$ cat src/rtl/npa_trace_arbiter.sv
// npa_trace_arbiter: round-robin merge of monitor records with timestamps and per-source stall counters
module npa_trace_arbiter #(
    parameter int NUM_SRC = 4,
    parameter int REC_WIDTH = 64,
    parameter int TS_WIDTH = 32,
    localparam int SRC_W = NUM_SRC > 1 ? $clog2(NUM_SRC) : 1
) (
    input  logic                     ACLK,
    input  logic                     ARESETn,
    input  logic                     enable,
    input  logic                     ts_clear,
    input  logic [NUM_SRC-1:0]       src_valid,
    output logic [NUM_SRC-1:0]       src_ready,
    input  logic [NUM_SRC*REC_WIDTH-1:0] src_data,
    output logic                     out_valid,
    input  logic                     out_ready,
    output logic [REC_WIDTH-1:0]     out_data,
    output logic [SRC_W-1:0]         out_src,
    output logic [TS_WIDTH-1:0]      out_ts,
    output logic [TS_WIDTH-1:0]      timestamp,
    output logic [NUM_SRC*16-1:0]    stall_cnt,
    output logic                     busy
);
    typedef enum logic [1:0] {IDLE, RUN, DRAIN} state_t;
    state_t state, state_nxt;
    logic run, slot_free, grant, gnt_any;
    logic [SRC_W-1:0] rr, gnt_idx;

    function automatic logic [SRC_W-1:0] wrap_idx(input logic [SRC_W-1:0] base, input int off);
        return SRC_W'((int'(base) + off) % NUM_SRC);
    endfunction

    always_ff @(posedge ACLK or negedge ARESETn) begin
        if (!ARESETn) state <= IDLE;
        else state <= state_nxt;
    end

    always_comb begin
        state_nxt = enable ? RUN :
                    (state == RUN) ? DRAIN :
                    (state == DRAIN && out_valid && !out_ready) ? DRAIN : IDLE;
    end

    always_comb begin
        busy = state != IDLE;
        run = state == RUN;
    end

    // Scan from farthest to nearest so the nearest valid source after rr wins.
    always_comb begin
        gnt_idx = '0;
        gnt_any = 1'b0;
        for (int k = NUM_SRC; k >= 1; k--) begin
            if (src_valid[wrap_idx(rr, k)]) begin
                gnt_idx = wrap_idx(rr, k);
                gnt_any = 1'b1;
            end
        end
    end

    always_comb begin
        slot_free = !out_valid || out_ready;
        grant = run && slot_free && gnt_any;
        src_ready = grant ? NUM_SRC'(1) << gnt_idx : '0;
    end

    always_ff @(posedge ACLK or negedge ARESETn) begin
        if (!ARESETn) begin
            out_valid <= 1'b0;
            out_data <= '0;
            out_src <= '0;
            out_ts <= '0;
            rr <= SRC_W'(NUM_SRC - 1);
        end else if (grant) begin
            out_valid <= 1'b1;
            out_data <= src_data[gnt_idx*REC_WIDTH +: REC_WIDTH];
            out_src <= gnt_idx;
            out_ts <= timestamp;
            rr <= gnt_idx;
        end else if (out_ready) begin
            out_valid <= 1'b0;
        end
    end

    always_ff @(posedge ACLK or negedge ARESETn) begin
        if (!ARESETn) timestamp <= '0;
        else timestamp <= ts_clear ? '0 : timestamp + TS_WIDTH'(1);
    end

    always_ff @(posedge ACLK or negedge ARESETn) begin
        if (!ARESETn) begin
            stall_cnt <= '0;
        end else if (ts_clear) begin
            stall_cnt <= '0;
        end else begin
            for (int i = 0; i < NUM_SRC; i++) begin
                if (src_valid[i] && !src_ready[i] && stall_cnt[i*16 +: 16] != 16'hFFFF)
                    stall_cnt[i*16 +: 16] <= stall_cnt[i*16 +: 16] + 16'd1;
            end
        end
    end
endmodule

$ cat config.mk
export PLATFORM = sky130hd
export DESIGN_NAME = npa_trace_arbiter
export DESIGN_NICKNAME = d
export VERILOG_FILES = /design/src/rtl/npa_trace_arbiter.sv
export SDC_FILE = /design/constraint.sdc
export NUM_CORES = 1
export LEC_CHECK = 0
export CAP_MARGIN = 40
export CORE_AREA = 4 4 177 179
export DETAILED_ROUTE_END_ITERATION = 8
export DIE_AREA = 0 0 181 183
export GPL_ROUTABILITY_DRIVEN = 0
export MAX_ROUTING_LAYER = met4
export PLACE_DENSITY = 0.7
export SYNTH_ARGS = -nofsm -noshare
export SYNTH_HDL_FRONTEND = slang
export SYNTH_SLANG_ARGS = --single-unit
$ cat constraint.sdc
create_clock -name ACLK -period 2.2 [get_ports ACLK]
set_clock_uncertainty 0.05 [all_clocks]
set_input_delay 0.33 -clock ACLK [delete_from_list [all_inputs] [get_ports ACLK]]
set_output_delay 0.33 -clock ACLK [all_outputs]
set_load 0.05 [all_outputs]
==> results by group <==
Cells and area
  • Final cell count without fillers: about 2100
  • Final-stage net count: 1936
  • Share of cells above drive strength 1: 24.1%
  • Area Overhead vs Synth: 79.2%

Worst setup path
  • Worst setup SP type: flip-flop
  • Reg2Reg Depth: 8
  • WP data required: around 1.8 ns
  • CP most frequent cell: buf_12
  • CP arrival: 2.21 ns
  • Crit path max fanout: 5
  • CP max-delay cell: dfstp_2
  • Worst path bufs/invs: 3
  • Crit path kind: flip-flop to output pin
  • Critical path's top delay family: flip-flops
  • Ordered list of cells on the worst path: mux2i_4 > o22ai_4 > nor4_4 > buf_12 > buf_6 > buf_12
  • Crit path depth: 6
  • Worst path max stage delay: 0.62 ns
  • Worst Setup End Kind: output pin

Clock tree
  • CTS tree: built
  • CTS buffer count: 17
  • Clock sinks: 199
  • Reg clk slew, reported paths: roughly 0.080 ns
  • Longest Clk Path Bufs: 2
  • Clock Latency Late Sink: 0.44 ns
  • H-tree levels: 4
  • Clock Root Buffer: clkbuf_16

Yosys
  • Flops & latches, synth: 199
  • Synth Area per Inst: 9.85 µm²
  • Cells after Synth: 1096
  • Synth cell types: 57
  • Warnings from Yosys: 0
  • Cell with the most instances after synthesis: dfrtp_1
  • Post-Syn Area: between 10000 and 15000 µm²
  • Most area-hungry cell type in the Yosys netlist: dfrtp_1
  • FFs w/ async S/R, synth: 100%
  • Syn Nets: about 1400
  • Seq/Total Area, Yosys: 46.2%
  • Post-synth EDFFs: 0
  • Ys flop type: dfrtp_1
  • Area share of the largest cell type after synthesis: 45.7%
  • Leading cell types by count after synthesis: dfrtp_1, nand2_1, mux2i_1
  • Leading post-synthesis cells by cell area: dfrtp_1, mux2i_1, nand2_1

Global route
  • Vias in the first global route: 11600
  • Largest net degree at the start of global routing: 80
  • Congestion Overflow GR: 0
  • GR Util All Layers: a little over a quarter
  • Initial antenna violation count: 10
  • First-pass GRT wire length: 69.7 mm

STA
  • RSZ-0062 raised after global routing: yes
  • Final Hold Fails: 0
  • Crit share post-route: 118%
  • Pins Over Slew Limit: 0
  • Worst rel slew slack: 37.4%
  • Final setup violating endpoints: 97
  • Slew @ Worst Pin: 0.940 ns
  • Fin crit period: 2.59 ns
  • Final setup margin: -0.387 ns
  • F_max: 387 MHz

Run status
  • Violated checks: negative setup slack
  • Status: finished, violations left

Floorplanning
  • Die width: 181 µm
  • Initial Util: 36.5%
  • Full die area: 33100 µm²
  • Die H: approximately 180 µm
  • Area of the core: slightly below 30000 µm²
  • Io pins: 465
  • Row cnt: 63

Power and ir drop
  • Worst VDD drop: 0.000478 V
  • Cell Pwr Density: 759 nW/µm²
  • LEAKAGE: a little over 8 nW

Placed design
  • Hpwl dp: 33.9 mm
  • Buffers on Ports: between 400 and 500
  • Dpl ws: -0.634 ns
  • Placed Cells: 1972

Drt
  • DRT iter0 DRCs: around 700
  • DR WL/cell: 23.4 µm
  • Vias/cell: 5.54
  • Routed vias: about 11000
  • DRT antenna net count: 0
  • First-pass DRT Iterations: 5
  • Drc violations: 0
  • DRT Wirelength: 48.5 mm

Min path
  • Hold crit path type: input port to flip-flop
  • Hold Path Depth: 1

Run
  • MaxCap Viol Count: 0
-- where the power goes --
part / total (mW) / switching, mW / internal [mW]
logic: 6.96 / 3.84 / 3.12
clock network: 3.24 / 1.69 / 1.55
registers: 4.48 / 0.328 / 4.15
-- layout by cell type (no fill, tap or decap), types with 33 or more instances in the layout --
cell,n
clkdlybuf4s50_1,436
nand2_1,179
dfrtp_1,152
mux2i_1,98
buf_4,86
nor2_1,65
o221ai_1,50
dfrtp_2,45
nand3_1,33
-- layout make-up --
cell class	count	area (µm²)
fillers	2303	10200
repair buffers	626	6710
multi-input cells	807	6420
flip-flops and latches	199	5040
well taps	390	488
clock buffers	18	429
clock inverters	14	184
inverters	15	56.3
diodes	6	15.0
-- what timing repair did --
item | in CTS | in global routing
hold buffers | 1 | 0
endpoints found under the setup margin | 58 | 128
cloned | 10 | 11
pin swaps | 42 | 73
setup buffers | 17 | 35
endpoints found under the hold margin | 47 | 0
gates resized for setup | 97 | 181
-- metal layers --
| metal | vias to the layer above | GRT usage [%] | share of wire [%] |
|---|---|---|---|
| li1 | 5174 | - | - |
| met1 | 5731 | 34.4 | 40 |
| met2 | 496 | 45.1 | 51 |
| met3 | 93 | 5.73 | 6.4 |
| met4 | 0 | 7.75 | 3.1 |
| met5 | - | - | 0 |
-- sequential cells by signal, summed over array words and instances (netlist names) --
name       flops
out_valid      1
timestamp     32
out_data      64
out_ts        32
state          2
out_src        2
rr             2
stall_cnt     64
-- path summary, 6_finish.rpt --
path                           start       endpoint  slack (ns)
max reg2reg                    rr[1]  stall_cnt[27]       -0.25
min in group asynchronous    ARESETn  stall_cnt[25]        0.34
max in group asynchronous    ARESETn  stall_cnt[12]        0.98
max                            rr[1]   src_ready[0]       -0.39
min reg2reg                out_ts[4]      out_ts[4]        0.43
min                           enable       state[0]        0.33
-- cells by family after synthesis --
logic type	count (synthesis)	synth area share [%]
AND/OR/NAND/NOR	444	21.2
buffers and inverters	90	3.62
adder cells (fa/ha/maj)	5	0.580
flip-flops	199	46.2
AO/OA/AOI/OAI	181	12.1
multiplexers	152	14.4
XOR/XNOR	25	2.03
-- worst reg2reg max path, stage by stage, from the launching register on --
cell	delay, ns
dfstp_2	0.62
mux2i_4	0.28
o22a_2	0.24
a211oi_4	0.09
buf_12	0.15
buf_4	0.13
buf_12	0.14
nor4b_4	0.31
mux2_4	0.34
-- per-stage QoR --
step / cell area [µm²] / TNS (ns) / power [mW] / utilization [%] / hold WS [ns]
floorplan: 10900 / -0.0665 / 7.75 / - / -0.0156
global placement: 16700 / -66.87 / 10.1 / 56.4 / 0.278
detailed placement: 16700 / -73.91 / 10.1 / 56.4 / 0.281
CTS: 18100 / -3.63 / 13.9 / 61.3 / 0.311
global route: 19300 / -17.49 / 15.2 / 65.4 / 0.313
finish: 19300 / -9.44 / 14.7 / 65.4 / 0.333
Note: power is estimated with default switching activity, not from simulation.
